$ cat src/rtl/checker_mem_loader_if.sv
// Stream and memory-port bundle for the checker memory loader.
//
// Purpose: carries the 32-bit valid/ready word stream and the write/read port
// of the checker byte memory (2048 x 8, 32-bit data, one-hot byte enables).
//
// Signals:
//   s_data   [31:0]  stream word
//   s_valid          stream word valid
//   s_ready          loader accepts s_data this cycle
//   mem_addr [15:0]  {1'b0, byte_index[11:0], 3'b000}
//   mem_di   [31:0]  write data (memory selects the byte by mem_we)
//   mem_we   [3:0]   one-hot byte write enable
//   mem_do   [31:0]  registered read data, one cycle latency
//
// Modports:
//   master - the loader (drives s_ready and the memory request)
//   slave  - producer/memory side
interface checker_mem_loader_if;
  logic [31:0] s_data;
  logic        s_valid;
  logic        s_ready;
  logic [15:0] mem_addr;
  logic [31:0] mem_di;
  logic [3:0]  mem_we;
  logic [31:0] mem_do;

  modport master (
    input  s_data, s_valid, mem_do,
    output s_ready, mem_addr, mem_di, mem_we
  );

  modport slave (
    output s_data, s_valid, mem_do,
    input  s_ready, mem_addr, mem_di, mem_we
  );
endinterface

$ cat src/rtl/checker_mem_loader.sv
// Write-side master for the checker byte memory.
//
// Accepts a burst of 32-bit words over a valid/ready stream and writes each
// word into consecutive word slots, one single-byte write cycle per lane.
// The word index wraps modulo DEPTH_WORDS.
//
// Build option: define CHECKER_MEM_VERIFY_EN to read every word back after
// its four lane writes and compare it with the written value; the first
// mismatching word index is captured in err_idx and err stays set until
// reset or the next accepted start. Without the macro err/err_idx are 0.
//
// Ports:
//   sys_clk    system clock, rising edge
//   sys_rst_n  synchronous active-low reset
//   start      one-cycle burst request, accepted only when idle
//   base       first word index (sampled on accepted start)
//   count      number of words in the burst (sampled on accepted start)
//   busy       high from the cycle after start until done
//   done       one-cycle pulse at burst end
//   err        sticky readback mismatch flag
//   err_idx    word index of the first mismatch
//   bus        stream + memory port (checker_mem_loader_if.master)
//
// All outputs are registered.
module checker_mem_loader #(
  parameter int DEPTH_WORDS = 512,
  parameter int IDX_W       = 9
) (
  input  logic                 sys_clk,
  input  logic                 sys_rst_n,
  input  logic                 start,
  input  logic [IDX_W-1:0]     base,
  input  logic [IDX_W:0]       count,
  output logic                 busy,
  output logic                 done,
  output logic                 err,
  output logic [IDX_W-1:0]     err_idx,
  checker_mem_loader_if.master bus
);

  localparam logic [2:0] S_IDLE = 3'd0;
  localparam logic [2:0] S_WAIT = 3'd1;
  localparam logic [2:0] S_WR   = 3'd2;
  localparam logic [2:0] S_DONE = 3'd3;
`ifdef CHECKER_MEM_VERIFY_EN
  localparam logic [2:0] S_VRD  = 3'd4;
  localparam logic [2:0] S_VCMP = 3'd5;
`endif

  localparam logic [IDX_W-1:0] IDX_MAX   = IDX_W'(DEPTH_WORDS - 1);
  localparam logic [IDX_W:0]   LAST_WORD = (IDX_W+1)'(1);

  logic [2:0]       state;
  logic [IDX_W-1:0] idx;
  logic [IDX_W:0]   remaining;
  logic [1:0]       lane;

  // Word index -> memory address: byte_index = idx*4, placed at bits [14:3].
  function automatic logic [15:0] word_addr(input logic [IDX_W-1:0] w);
    logic [11:0] byte_idx;
    byte_idx = 12'(w) << 2;
    return {1'b0, byte_idx, 3'b000};
  endfunction

`ifndef CHECKER_MEM_VERIFY_EN
  logic unused_rd;
  assign unused_rd = ^bus.mem_do;
  assign err       = 1'b0;
  assign err_idx   = '0;
`endif

  always_ff @(posedge sys_clk) begin
    if (!sys_rst_n) begin
      state        <= S_IDLE;
      busy         <= 1'b0;
      done         <= 1'b0;
      bus.s_ready  <= 1'b0;
      bus.mem_addr <= '0;
      bus.mem_di   <= '0;
      bus.mem_we   <= '0;
      lane         <= '0;
      remaining    <= '0;
`ifdef CHECKER_MEM_VERIFY_EN
      err          <= 1'b0;
      err_idx      <= '0;
`endif
    end else begin
      done <= 1'b0;
      case (state)
        S_IDLE: begin
          busy <= 1'b0;
          // A start coinciding with the done pulse belongs to the old burst.
          if (start && !done) begin
            idx       <= base;
            remaining <= count;
`ifdef CHECKER_MEM_VERIFY_EN
            err       <= 1'b0;
            err_idx   <= '0;
`endif
            if (count == '0) begin
              state <= S_DONE;
            end else begin
              state       <= S_WAIT;
              busy        <= 1'b1;
              bus.s_ready <= 1'b1;
            end
          end
        end

        S_WAIT: begin
          if (bus.s_valid && bus.s_ready) begin
            bus.mem_di   <= bus.s_data;
            bus.mem_addr <= word_addr(idx);
            bus.mem_we   <= 4'b0001;
            bus.s_ready  <= 1'b0;
            lane         <= 2'd0;
            state        <= S_WR;
          end
        end

        S_WR: begin
          if (lane == 2'd3) begin
            bus.mem_we <= 4'b0000;
`ifdef CHECKER_MEM_VERIFY_EN
            state      <= S_VRD;
`else
            idx       <= (idx == IDX_MAX) ? '0 : idx + 1'b1;
            remaining <= remaining - 1'b1;
            if (remaining == LAST_WORD) begin
              state <= S_DONE;
            end else begin
              state       <= S_WAIT;
              bus.s_ready <= 1'b1;
            end
`endif
          end else begin
            // Shifting the single set bit keeps the enable one-hot.
            lane       <= lane + 1'b1;
            bus.mem_we <= {bus.mem_we[2:0], 1'b0};
          end
        end

`ifdef CHECKER_MEM_VERIFY_EN
        // Address held with no enable; the read word arrives next cycle.
        S_VRD: begin
          state <= S_VCMP;
        end

        S_VCMP: begin
          if ((bus.mem_do != bus.mem_di) && !err) begin
            err     <= 1'b1;
            err_idx <= idx;
          end
          idx       <= (idx == IDX_MAX) ? '0 : idx + 1'b1;
          remaining <= remaining - 1'b1;
          if (remaining == LAST_WORD) begin
            state <= S_DONE;
          end else begin
            state       <= S_WAIT;
            bus.s_ready <= 1'b1;
          end
        end
`endif

        S_DONE: begin
          done  <= 1'b1;
          state <= S_IDLE;
        end

        default: begin
          state <= S_IDLE;
        end
      endcase
    end
  end

endmodule

$ cat src/flat_wrapper.sv
// flat-port wrapper written by rule: the top's interface ports become plain ports
module checker_mem_loader_flat 
#(
  parameter int DEPTH_WORDS = 512,
  parameter int IDX_W       = 9
)
  (sys_clk, sys_rst_n, start, base, count, busy, done, err, err_idx, bus_s_data, bus_s_valid, bus_mem_do, bus_s_ready, bus_mem_addr, bus_mem_di, bus_mem_we);
  checker_mem_loader_if bus_i ();
  input  logic sys_clk;
  input  logic sys_rst_n;
  input  logic start;
  input  logic [IDX_W-1:0] base;
  input  logic [IDX_W:0] count;
  output logic busy;
  output logic done;
  output logic err;
  output logic [IDX_W-1:0] err_idx;
  input wire logic [$bits(bus_i.s_data)-1:0] bus_s_data;
  input wire logic [$bits(bus_i.s_valid)-1:0] bus_s_valid;
  input wire logic [$bits(bus_i.mem_do)-1:0] bus_mem_do;
  output wire logic [$bits(bus_i.s_ready)-1:0] bus_s_ready;
  output wire logic [$bits(bus_i.mem_addr)-1:0] bus_mem_addr;
  output wire logic [$bits(bus_i.mem_di)-1:0] bus_mem_di;
  output wire logic [$bits(bus_i.mem_we)-1:0] bus_mem_we;
  assign bus_i.s_data = bus_s_data;
  assign bus_i.s_valid = bus_s_valid;
  assign bus_i.mem_do = bus_mem_do;
  assign bus_s_ready = bus_i.s_ready;
  assign bus_mem_addr = bus_i.mem_addr;
  assign bus_mem_di = bus_i.mem_di;
  assign bus_mem_we = bus_i.mem_we;
  checker_mem_loader #(.DEPTH_WORDS(DEPTH_WORDS), .IDX_W(IDX_W)) u_core (.sys_clk(sys_clk), .sys_rst_n(sys_rst_n), .start(start), .base(base), .count(count), .busy(busy), .done(done), .err(err), .err_idx(err_idx), .bus(bus_i));
endmodule
$ cat config.mk
export PLATFORM = sky130hd
export DESIGN_NAME = checker_mem_loader_flat
export DESIGN_NICKNAME = d
export VERILOG_FILES = /design/src/rtl/checker_mem_loader_if.sv /design/src/rtl/checker_mem_loader.sv /design/src/flat_wrapper.sv
export SDC_FILE = /design/constraint.sdc
export NUM_CORES = 1
export LEC_CHECK = 0
export BUFFER_PORTS_ARGS = -buffer_cell sky130_fd_sc_hd__clkbuf_2
export CAP_MARGIN = 40
export CORE_MARGIN = 1.5
export CORE_UTILIZATION = 46
export DETAILED_ROUTE_END_ITERATION = 12
export GPL_TIMING_DRIVEN = 0
export HOLD_SLACK_MARGIN = 0.03
export MAX_ROUTING_LAYER = met4
export PLACE_DENSITY_LB_ADDON = 0.08
export SETUP_SLACK_MARGIN = 0.02
export SLEW_MARGIN = 20
export SYNTH_ARGS = -nofsm -noshare
export SYNTH_HDL_FRONTEND = slang
export SYNTH_SLANG_ARGS = --single-unit
$ cat constraint.sdc
create_clock -name sys_clk -period 1.84 [get_ports sys_clk]
set_input_delay 0.368 -clock sys_clk [delete_from_list [all_inputs] [get_ports sys_clk]]
set_output_delay 0.368 -clock sys_clk [all_outputs]
set_load 0.005 [all_outputs]
Yosys cells after proc, flatten, opt, wreduce, memory -nomap -nowiden

Cells that the tools add are included.

Word-level logic and storage cells: 68
Input bits: 87
Register bits: 72

Multiplexer cells: 28
Reductions and logical operators: 15
Add/subtract/negate cells: 3
Eq/ne operators: 12

Operators with widths:

| kind                                                 | count |
|---|---|
| 2-to-1 mux 9 bit                                     | 3 |
| 2-to-1 mux 10 bit                                    | 2 |
| one-hot mux 10 bit (2 select lines)                  | 1 |
| one-hot mux 9 bit (2 select lines)                   | 1 |
| equality test 10 x 1 -> 1 bit, second input constant | 1 |
| logical NOT 10 bit                                   | 1 |
| subtractor 10 x 1 -> 10 bit, second input constant   | 1 |
| adder 9 x 1 -> 9 bit, second input constant          | 1 |
| equality test 9 bit, second input constant           | 1 |
| 2-to-1 mux 3 bit                                     | 3 |
| one-hot mux 3 bit (3 select lines)                   | 1 |
| AND reduction 3 bit                                  | 3 |
| 2-to-1 mux 1 bit                                     | 8 |
| 2-to-1 mux 2 bit                                     | 4 |
| 2-to-1 mux 4 bit                                     | 2 |
| one-hot mux 4 bit (2 select lines)                   | 1 |
| equality test 3 x 2 -> 1 bit, second input constant  | 2 |
| != test 2 x 1 -> 1 bit, second input constant        | 3 |
| != test 2 bit, second input constant                 | 3 |
| AND reduction 6 bit                                  | 1 |
| one-hot mux 2 bit (2 select lines)                   | 1 |
| AND reduction 2 bit                                  | 2 |
| AND reduction 4 bit                                  | 1 |
| nonzero test 2 bit                                   | 2 |
| 8 further kinds                                      | 9 |

Logic depth before layout (Yosys ltp)

Gate-level depths: netlist of the first run.

Depth in word-level cells: 4
Depth in mapped cells: 6

Worst setup path after synthesis of the first run

OpenSTA, ideal clock, no wires.

Kind: register to register
Start point: register u_core.state[0]
End point: register u_core.idx[0], enable pin
Cell stages (with the launch flop): 6
Data required time: 1.504 ns
Clock period less this slack: 1.611 ns
Library setup time: 0.336 ns
Data arrival time: 1.274 ns
Path buffers: 1
Path slack: 0.229 ns
Cell sequence: dfxtp_1 buf_4 nor4b_4 a21o_2 nand2_1 inv_1

Longest elaborated chain between the ends: 3
Elaborated cells on any way between the ends: 6

RTL lines:

| what                                                                                 | RTL line                  | text |
|---|---|---|
| start, declared                                                                      | checker_mem_loader.sv:53  | `logic [2:0] state;` |
| start signal, assigned                                                               | checker_mem_loader.sv:74  | `state <= S_IDLE;` |
| start signal, assigned                                                               | checker_mem_loader.sv:101 | `state <= S_DONE;` |
| start signal, assigned                                                               | checker_mem_loader.sv:103 | `state <= S_WAIT;` |
| equality test 3 x 2 -> 1 bit / logical NOT 3 bit (equally long branches)             | checker_mem_loader.sv:89  | `case (state)` |
| != test 2 x 1 -> 1 bit (no source line) / nonzero test 2 bit (equally long branches) | --                        |  |
| AND reduction 4 bit (no source line) *                                               | --                        |  |
| end signal, assigned                                                                 | checker_mem_loader.sv:94  | `idx <= base;` |
| end signal, assigned                                                                 | checker_mem_loader.sv:127 | `idx <= (idx == IDX_MAX) ? '0 : idx + 1'b1;` |
| end, declared                                                                        | checker_mem_loader.sv:54  | `logic [IDX_W-1:0] idx;` |

Mark *: on every way between the ends. The rest lies on a longest branch, timed or not.
A chain may end at the register's enable or synchronous reset.

Final worst setup path of the first run

Start point: register u_core.idx[1]
End point: register u_core.idx[2], data pin

Longest elaborated chain between the ends: 4
Elaborated cells on any way between the ends: 5

RTL lines:

| what                                                               | RTL line                  | text |
|---|---|---|
| adder 9 x 1 -> 9 bit / equality test 9 bit (equally long branches) | checker_mem_loader.sv:127 |  |
| 2-to-1 mux 9 bit *                                                 | checker_mem_loader.sv:127 |  |
| 2-to-1 mux 9 bit *                                                 | checker_mem_loader.sv:122 | `if (lane == 2'd3) begin` |
| one-hot mux 9 bit (2 select lines) *                               | checker_mem_loader.sv:89  |  |

Mark *: on every way between the ends. The rest lies on a longest branch, timed or not. The select of a mux whose other input is x is not followed.

==> results.sh, run 1 <==
export IMPL_crit_path_frequent_cell="ha_1"
export IMPL_crit_family="adder cells"
export IMPL_ys_dominant_reg_cell="dfxtp_1"
export IMPL_synth_most_common_cell="nand2_1"
export IMPL_yosys_top_cells_area="dfxtp_1, nand2_1, a21oi_1"
export IMPL_hold_depth=3
export IMPL_cts_tree="done"
export IMPL_worst_skew_pair_late_latency_ns=0.35
export IMPL_synthMuxAreaShare_pct=0.3145
export IMPL_cap_viol_max_count=0
export IMPL_dieHeight_um=86.19
export IMPL_intPower_mw=2.469
export IMPL_drt_vias_per_instance=5.087
export IMPL_first_iter_violations=120
export IMPL_place_area_mm2=0.003849
export IMPL_first_global_vias=2627
export IMPL_critPathMaxStageDelay_ns=0.44
export IMPL_reg2reg_slack_ns=0.15
export IMPL_seqCellArea_mm2=0.001511
export IMPL_worstReg2RegEnd="u_core.idx[2]"
export IMPL_tightest_slew_ns=0.5548
export IMPL_cts_root_buf="clkbuf_8"
export IMPL_synth_adder_area_share_pct=1.965
export IMPL_synth_top_family_by_area="simple AND/OR/NAND/NOR gates"
export IMPL_crit_type="flip-flop to flip-flop"
export IMPL_clkSlewWorstSetupHoldPaths_ns=0.08
export IMPL_syn_avg_cell_area_um2=8.399
export IMPL_wl_per_cell_um=13.20
export IMPL_slew_headroom_pct=62.73
export IMPL_synthCells=379
export IMPL_clkPwrFrac_pct=37.0
export IMPL_path_max_fanout=5
export IMPL_cp_required_ns=1.95
export IMPL_cts_max_level=3
export IMPL_wirelength_um=7883
export IMPL_pwr_share_seq_pct=50.1
export IMPL_drc=0
export IMPL_numCtsBuffers=9
export IMPL_globalRouteOverflowTotal=0
export IMPL_hold_buffers=0
export IMPL_synth_xor_area_share_pct=1.651
export IMPL_synth_edf_count=9
export IMPL_yosysTopAreaCellShare_pct=38.99
export IMPL_timing_fmax_mhz=592.8
export IMPL_dr_total_vias=3037
export IMPL_multi_input_comb_area_mm2=0.001475
export IMPL_max_vdd_ir_drop_uv=470.4
export IMPL_power_density_mw_per_mm2=814.1
export IMPL_dr_pass1_iters=5
export IMPL_r2r_start="u_core.idx[1]"
export IMPL_grt_util_all_layers_pct=21.70
export IMPL_hold_path_end="u_core.bus.mem_di[31]"
export IMPL_slowest_stage="edfxtp_1"
export IMPL_dieArea_mm2=0.007428
export IMPL_start_util_pct=47.11
export IMPL_rsz0062_at_grt="no"
export IMPL_status="completed"
export IMPL_fp_row_count=30
export IMPL_design_core_area_mm2=0.006756
export IMPL_p_sw_share_pct=26.01
export IMPL_antenna_found_initial=0
export IMPL_hold_viol_final=0
export IMPL_final_net_count=604
export IMPL_synth_compound_area_share_pct=17.18
export IMPL_utilization_pct=60.67
export IMPL_async_flop_share_pct=0
export IMPL_io_pins=152
export IMPL_area_delta_synth_final_pct=28.77
export IMPL_setup_ws_ns=0.1532
export IMPL_final_area_mm2=0.004099
export IMPL_cts_sinks=71
export IMPL_fin_hold_ws_ns=0.2255
export IMPL_p_switching_mw=0.8681
export IMPL_worstHoldStart="bus_s_data[31]"
export IMPL_antenna_cells=0
export IMPL_finalCritPeriodShare_pct=91.68
export IMPL_layout_drive_gt1_share_pct=31.72
export IMPL_synth_cell_types=47
export IMPL_power_total_mw=3.337
export IMPL_crit_arrival_ns=1.80
export IMPL_portBuffers=101
export IMPL_dp_hpwl_um=5726
export IMPL_dp_slack_ns=-0.1111
export IMPL_crit_buf_inv=0
export IMPL_critPathCaptureType="flip-flop"
export IMPL_slew_viol_final=0
export IMPL_syn_area_mm2=0.003183
export IMPL_die_x_um=86.19
export IMPL_reg2reg_depth=6
export IMPL_grt_max_degree=13
export IMPL_ys_seq_elements=71
export IMPL_p_comb_share_pct=12.9
export IMPL_yosys_area_share_simple_pct=23.07
export IMPL_gp_congestion=0.9331
export IMPL_drtAntennaViolNets=0
export IMPL_min_period_ns=1.687
export IMPL_crit_chain="ha_1 > nand2_1 > nor2_1 > ha_1 > nor2_2 > a22o_1"
export IMPL_grt_pass1_wl_um=12230
export IMPL_ys_seq_area_share_pct=47.48
export IMPL_max_clock_path_buffers=2
export IMPL_critPathLaunchType="flip-flop"
export IMPL_clock_skew_ns=0.01049
export IMPL_ys_warn_count=0
export IMPL_synth_common_cells="nand2_1, dfxtp_1, a21oi_1, buf_4, nor2_1"
export IMPL_hold_path_class="input port to flip-flop"
export IMPL_nFillCells=663
export IMPL_leakagePower_nw=1.782
export IMPL_synth_top_cell_by_area="dfxtp_1"
export IMPL_setup_viol=0
flip-flops by register name, indices dropped and copies added (netlist names):
| name | count |
|---|---|
| u_core.bus.mem_addr | 9 |
| u_core.bus.mem_di | 32 |
| u_core.bus.mem_we | 4 |
| u_core.bus.s_ready | 1 |
| u_core.busy | 1 |
| u_core.done | 1 |
| u_core.idx | 9 |
| u_core.lane | 2 |
| u_core.remaining | 10 |
| u_core.state | 2 |
layout make-up:
cell class	instances	share of cell area [%]
Clock inverter	4	0.6410
Timing Repair inverter	1	0.1832
Inverter	4	0.4579
Multi-Input combinational cell	280	35.99
Timing Repair Buffer	105	13.06
Sequential cell	71	36.87
Tap cell	80	2.442
Clock buffer	12	4.304
Buffer	40	6.044
logic make-up (layout without fill, tap and decap cells):
group,after synthesis,in the layout
and+or+nand+nor,159,159
AOI/OAI and AO/OA,92,92
DFF,71,71
buffers and inverters,44,166
xor gates and xnor gates,6,6
adders and majority gates,5,5
other,1,17
muxes,1,1
layer usage:
layer / track usage [%] / part of all wire, % / up-vias
li1: - / - / 1538
met1: 26.39 / 43 / 1378
met2: 34.79 / 49 / 107
met3: 4.381 / 6.1 / 14
met4: 10.12 / 1.8 / 0
met5: - / 0 / -
stage by stage:
stage	setup TNS (ns)	instances
final	0	597
after global routing	0	597
after CTS	0	592
after floorplan	0	395
after detailed placement	-1.003	576
after global placement	-0.9701	576
worst reg2reg max path: stages (launching register included):
cell,delay (ns)
edfxtp_1,0.44
ha_1,0.25
nand2_1,0.10
nor2_1,0.14
ha_1,0.24
nor2_2,0.10
a22o_1,0.18
layout by cell type, fill, tap and decap left out, types with 4 or more instances in the layout:
cell type	Yosys	final
clkbuf_2	0	102
nand2_1	100	99
dfxtp_1	62	62
a21oi_1	56	56
buf_4	18	22
nor2_1	18	17
conb_1	1	17
buf_2	11	11
clkbuf_8	0	11
nand3_1	10	10
edfxtp_1	9	9
clkbuf_1	9	8
nand3b_1	8	8
o21ai_0	7	7
a22o_1	6	6
nor3_1	5	5
ha_1	5	5
xnor2_1	4	4
a31oi_1	4	4
repair_timing:
item                       CTS  global route
gates cloned                 0             1
setup endpoints to repair   11            17
gates resized for setup      1             5
setup buffers                0             4
pin swaps                    0             1
hold endpoints to repair     0             0
power groups by stage:
stage / clock (mW) / sequential, mW / combinational (mW)
2_1_floorplan: 0 / 1.70 / 0.261
3_3_place_gp: 0 / 1.71 / 0.407
3_5_place_dp: 0 / 1.71 / 0.410
4_1_cts: 1.25 / 1.67 / 0.413
5_1_grt: 1.33 / 1.68 / 0.473
6_report: 1.23 / 1.67 / 0.429
worst max path at each step:
stage / from / to / slack (ns) / depth (start not counted)
floorplan: u_core.state[0] / u_core.idx[0] / 0.23 / 5
global placement: u_core.state[0] / u_core.idx[4] / -0.11 / 5
detailed placement: u_core.state[0] / u_core.idx[4] / -0.11 / 5
CTS: u_core.idx[0] / u_core.idx[2] / 0.02 / 6
global route: u_core.idx[1] / u_core.idx[2] / 0.05 / 6
finish: u_core.idx[1] / u_core.idx[2] / 0.15 / 6
Power figures use the tool's default switching activity.
==> run 2: changes to the inputs <==
Settings changed: BUFFER_PORTS_ARGS -buffer_cell sky130_fd_sc_hd__clkbuf_2 to unset, CORE_MARGIN 1.5 to unset, CORE_UTILIZATION 46 to 62, DONT_BUFFER_PORTS set to 1.
==> run 2 against run 1 <==
Effect of this change: via count decreased by 8.1%; sequential cell count unchanged; sequential power hardly changed; utilization increased by 14 points; critical endpoint is now u_core.idx[1]; highest routed layer unchanged.
==> results.sh, run 2 (synthesis results as in run 1) <==
export IMPL_fin_cells=482
export IMPL_dp_hpwl_um=5252
export IMPL_setup_ws_ns=0.06372
export IMPL_slew_viol_final=0
export IMPL_clock_skew_ns=0.005518
export IMPL_cts_root_buf="clkbuf_8"
export IMPL_min_period_ns=1.776
export IMPL_cp_required_ns=1.88
export IMPL_grt_util_all_layers_pct=27.64
export IMPL_path_max_fanout=10
export IMPL_final_area_mm2=0.003575
export IMPL_layout_drive_gt1_share_pct=14.94
export IMPL_dieHeight_um=73.65
export IMPL_dr_pass1_iters=5
export IMPL_p_switching_mw=0.8298
export IMPL_power_total_mw=3.259
export IMPL_final_net_count=503
export IMPL_slew_headroom_pct=60.33
export IMPL_cts_max_level=3
export IMPL_cts_tree="done"
export IMPL_critPathCaptureType="flip-flop"
export IMPL_cap_viol_max_count=0
export IMPL_layout_commonest_cell="nand2_1"
export IMPL_intPower_mw=2.429
export IMPL_max_clock_path_buffers=2
export IMPL_worst_skew_pair_late_latency_ns=0.34
export IMPL_wl_per_cell_um=15.39
export IMPL_critPathLaunchType="flip-flop"
export IMPL_gp_congestion=0.9574
export IMPL_antenna_found_initial=0
export IMPL_grt_pass1_wl_um=11030
export IMPL_max_vdd_ir_drop_uv=571.3
export IMPL_antenna_cells=0
export IMPL_leakagePower_nw=1.336
export IMPL_crit_arrival_ns=1.82
export IMPL_largest_reg_flops=32
export IMPL_io_pins=152
export IMPL_drt_vias_per_instance=5.788
export IMPL_die_x_um=73.65
export IMPL_hold_buffers=0
export IMPL_finalCritPeriodShare_pct=96.54
export IMPL_clkPwrFrac_pct=37.9
export IMPL_area_delta_synth_final_pct=12.30
export IMPL_drtAntennaViolNets=0
export IMPL_fp_row_count=25
export IMPL_nFillCells=389
export IMPL_p_sw_share_pct=25.46
export IMPL_status="completed"
export IMPL_place_area_mm2=0.003327
export IMPL_dr_total_vias=2790
export IMPL_pwr_share_seq_pct=51.6
export IMPL_dp_slack_ns=-0.1449
export IMPL_largestRegisters="u_core.bus.mem_di x32, u_core.remaining x10"
export IMPL_dp_cells=462
export IMPL_crit_type="flip-flop to flip-flop"
export IMPL_utilization_pct=74.21
export IMPL_first_global_vias=2445
export IMPL_hold_path_class="input port to flip-flop"
export IMPL_start_util_pct=66.08
export IMPL_timing_fmax_mhz=563.0
export IMPL_hold_viol_final=0
export IMPL_cts_sinks=71
export IMPL_grt_max_degree=13
export IMPL_finalSetupTns_ns=0
export IMPL_rsz0062_at_grt="no"
export IMPL_p_comb_share_pct=10.5
export IMPL_layout_common_cells="nand2_1, dfxtp_1, a21oi_1"
export IMPL_numCtsBuffers=9
export IMPL_design_core_area_mm2=0.004817
export IMPL_drc=0
export IMPL_fin_hold_ws_ns=0.1538
export IMPL_power_density_mw_per_mm2=911.8
export IMPL_portBuffers=0
export IMPL_clkSlewWorstSetupHoldPaths_ns=0.08
export IMPL_globalRouteOverflowTotal=0
export IMPL_first_iter_violations=177
export IMPL_wirelength_um=7420
export IMPL_setup_viol=0
export IMPL_regMostFlops="u_core.bus.mem_di"
export IMPL_tightest_slew_ns=0.5951
export IMPL_dieArea_mm2=0.005424
-- run 2: cell types whose count changed in the layout (fill, tap and decap cells not counted), sizes merged --
cell,before,now
clkinvlp,3,2
clkbuf,122,19
clkinv,3,2
inv,3,5
bufinv,0,1
-- run 2: worst max-delay path, cell delays in order, from the launching register on --
cell	delay (ns)
dfxtp_1	0.32
buf_4	0.18
nor4b_4	0.40
a21o_2	0.23
nand2_2	0.16
clkinvlp_4	0.19
-- run 2: worst paths after layout --
kind | depth (start not counted) | end | slack [ns] | startpoint
setup / recovery | 5 | u_core.idx[1] | 0.06 | u_core.state[0]
hold / removal | 2 | u_core.bus.mem_di[13] | 0.15 | bus_s_data[13]
setup reg to reg | 5 | u_core.idx[1] | 0.06 | u_core.state[0]
hold reg to reg | 2 | u_core.bus.mem_di[8] | 0.47 | u_core.bus.mem_di[8]
-- run 2: per-layer routing --
layer  GRT usage (%)  up-vias  share of wire [%]
met5               -        -                  0
met4           12.61        0                1.6
met3           6.036       13                8.9
met2           45.57      151                 49
met1           32.17     1293                 40
li1                -     1333                  -
-- run 2: timing repair --
item,in CTS,in global routing
cloned,1,0
pin swaps,0,1
resized for setup,4,2
setup endpoints to repair,14,14
setup buffers,0,4
-- run 2: layout make-up --
| type | count | area, um^2 | share of cell area (%) |
|---|---|---|---|
| timing repair buffer | 4 | 30.03 | 0.8400 |
| sequential | 71 | 1511 | 42.28 |
| tap | 67 | 83.83 | 2.345 |
| inverter | 4 | 18.77 | 0.5250 |
| multi-input combinational | 280 | 1483 | 41.48 |
| clock inverter | 5 | 56.30 | 1.575 |
| buffer | 40 | 246.5 | 6.895 |
| clock buffer | 10 | 137.6 | 3.850 |
| timing repair inverter | 1 | 7.507 | 0.2100 |
-- run 2: power by group through the flow --
stage	clock (mW)	combinational [mW]	sequential [mW]
after floorplan	0	0.261	1.70
after global placement	0	0.313	1.71
after detailed placement	0	0.319	1.72
after CTS	1.25	0.325	1.68
after global routing	1.29	0.378	1.69
final	1.24	0.341	1.68
==> run 3: changes to the inputs <==
Settings changed: CORE_MARGIN set to 3.
==> run 3 against run 2 <==
Effect of this change: via count shrank 3.0%; clock skew grew 0.0027 ns; worst hold slack lost 0.0017 ns; combinational power shrank 1%; routed wire length grew 2.2%; setup slack gained 0.0098 ns; first-iteration DRC count shrank 18%; register-to-register slack is essentially flat; utilization shrank 0.99 points; global-route usage shrank 1.9 points; largest power group unchanged; sequential power is essentially flat; die area grew 11%.
==> results.sh, run 3 (synthesis results as in run 1) <==
export IMPL_status="completed"
export IMPL_worst_skew_pair_late_latency_ns=0.34
export IMPL_antenna_found_initial=0
export IMPL_slew_headroom_pct=63.64
export IMPL_gp_congestion=0.8989
export IMPL_p_comb_share_pct=10.5
export IMPL_cp_required_ns=1.88
export IMPL_reg2reg_depth=5
export IMPL_clkPwrFrac_pct=37.3
export IMPL_cp_depth=5
export IMPL_critPathMaxStageDelay_ns=0.39
export IMPL_crit_family="simple AND/OR/NAND/NOR gates"
export IMPL_numCtsBuffers=9
export IMPL_path_max_fanout=10
export IMPL_first_iter_violations=146
export IMPL_final_area_mm2=0.003550
export IMPL_reg2reg_slack_ns=0.07
export IMPL_max_clock_path_buffers=2
export IMPL_dp_hpwl_um=5450
export IMPL_slew_viol_final=0
export IMPL_finalCritPeriodShare_pct=96.00
export IMPL_slowest_stage="nor4b_4"
export IMPL_drtAntennaViolNets=0
export IMPL_globalRouteOverflowTotal=0
export IMPL_min_period_ns=1.766
export IMPL_crit_end="u_core.idx[4]"
export IMPL_design_core_area_mm2=0.004848
export IMPL_portBuffers=0
export IMPL_dp_cells=462
export IMPL_drt_vias_per_instance=5.624
export IMPL_grt_pass1_wl_um=11930
export IMPL_dieArea_mm2=0.006030
export IMPL_worstReg2RegEnd="u_core.idx[4]"
export IMPL_place_area_mm2=0.003327
export IMPL_timing_fmax_mhz=566.1
export IMPL_power_total_mw=3.220
export IMPL_fin_cells=481
export IMPL_cts_max_level=3
export IMPL_cap_viol_max_count=0
export IMPL_wl_per_cell_um=15.77
export IMPL_leakagePower_nw=1.327
export IMPL_largestRegisters="u_core.bus.mem_di x32, u_core.remaining x10"
export IMPL_crit_arrival_ns=1.81
export IMPL_grt_util_all_layers_pct=25.72
export IMPL_critPathLaunchType="flip-flop"
export IMPL_die_x_um=77.65
export IMPL_antenna_cells=0
export IMPL_regMostFlops="u_core.bus.mem_di"
export IMPL_power_density_mw_per_mm2=907.0
export IMPL_pwr_share_seq_pct=52.3
export IMPL_crit_buf_inv=2
export IMPL_layout_common_cells="nand2_1, dfxtp_1, a21oi_1"
export IMPL_dieHeight_um=77.65
export IMPL_wirelength_um=7584
export IMPL_nFillCells=389
export IMPL_hold_viol_final=0
export IMPL_clock_skew_ns=0.008195
export IMPL_layout_drive_gt1_share_pct=14.25
export IMPL_cts_sinks=71
export IMPL_area_delta_synth_final_pct=11.52
export IMPL_final_net_count=501
export IMPL_max_vdd_ir_drop_uv=626.5
export IMPL_dr_pass1_iters=4
export IMPL_clkSlewWorstSetupHoldPaths_ns=0.08
export IMPL_critPathCaptureType="flip-flop"
export IMPL_grt_max_degree=13
export IMPL_drc=0
export IMPL_r2r_start="u_core.state[0]"
export IMPL_setup_viol=0
export IMPL_io_pins=152
export IMPL_layout_commonest_cell="nand2_1"
export IMPL_worstSetupStartpoint="u_core.state[0]"
export IMPL_start_util_pct=65.65
export IMPL_rsz0062_at_grt="yes"
export IMPL_fp_row_count=25
export IMPL_utilization_pct=73.21
export IMPL_cts_tree="done"
export IMPL_p_sw_share_pct=26.07
export IMPL_largest_reg_flops=32
export IMPL_intPower_mw=2.380
export IMPL_tightest_slew_ns=0.5454
export IMPL_first_global_vias=2559
export IMPL_dr_total_vias=2705
export IMPL_p_switching_mw=0.8393
export IMPL_crit_type="flip-flop to flip-flop"
export IMPL_hold_path_class="input port to flip-flop"
export IMPL_cts_root_buf="clkbuf_8"
export IMPL_crit_chain="buf_4 > nor4b_4 > a21o_2 > nand2_2 > clkinvlp_4"
## run 3: cell count changes in the layout (fill, tap and decap cells not counted), sizes merged
cell    delta
clkbuf     +2
bufinv     -1
buf        -2
## run 3: per-stage QoR
step | setup TNS [ns] | setup WS [ns] | hold slack [ns]
floorplan | 0 | 0.2294 | 0.4527
global placement | -1.008 | -0.1123 | 0.4619
detailed placement | -1.048 | -0.1164 | 0.4678
CTS | 0 | 0.02439 | 0.1448
global route | 0 | 0.007014 | 0.1436
finish | 0 | 0.07354 | 0.1521
## run 3: per-layer routing
layer	wire [um]	track usage (%)
met2	3632	42.21
met1	3099	29.86
met4	119	7.117
met5	0	-
met3	733	9.049
## run 3: layout make-up
type | instances | area, um^2 | area share [%]
repair inverters | 1 | 7.507 | 0.2115
well taps | 67 | 83.83 | 2.362
plain buffers | 40 | 246.5 | 6.944
clock buffers | 12 | 166.4 | 4.688
clock inverters | 4 | 25.02 | 0.7050
flip-flops and latches | 71 | 1511 | 42.58
inverters | 4 | 18.77 | 0.5287
repair buffers | 2 | 15.01 | 0.4230
multi-input cells | 280 | 1475 | 41.56
## run 3: worst min-delay path by stage
| stage | start | endpoint | slack, ns | cells after the start |
|---|---|---|---|---|
| after floorplan | u_core.bus.mem_addr[10] | u_core.bus.mem_addr[10] | 0.45 | 2 |
| after global placement | u_core.bus.mem_di[6] | u_core.bus.mem_di[6] | 0.46 | 2 |
| after detailed placement | u_core.bus.mem_di[11] | u_core.bus.mem_di[11] | 0.47 | 2 |
| after CTS | bus_s_data[21] | u_core.bus.mem_di[21] | 0.14 | 2 |
| after global routing | bus_s_data[12] | u_core.bus.mem_di[12] | 0.14 | 2 |
| final | bus_s_data[21] | u_core.bus.mem_di[21] | 0.15 | 2 |
## run 3: repair_timing
action | in CTS | in global routing
gates cloned | 0 | 1
setup buffers | 0 | 2
endpoints found under the hold margin | 0 | 0
endpoints found under the setup margin | 11 | 15
pin swaps | 0 | 1
gates resized for setup | 2 | 2
hold buffers | 0 | 0
## run 3: power by group through the flow
stage                     registers [mW]  clock network, mW  logic [mW]
after CTS                           1.68               1.21       0.322
after global routing                1.69               1.27       0.377
after detailed placement            1.72                  0       0.318
after floorplan                     1.70                  0       0.261
after global placement              1.72                  0       0.311
final                               1.68               1.20       0.337
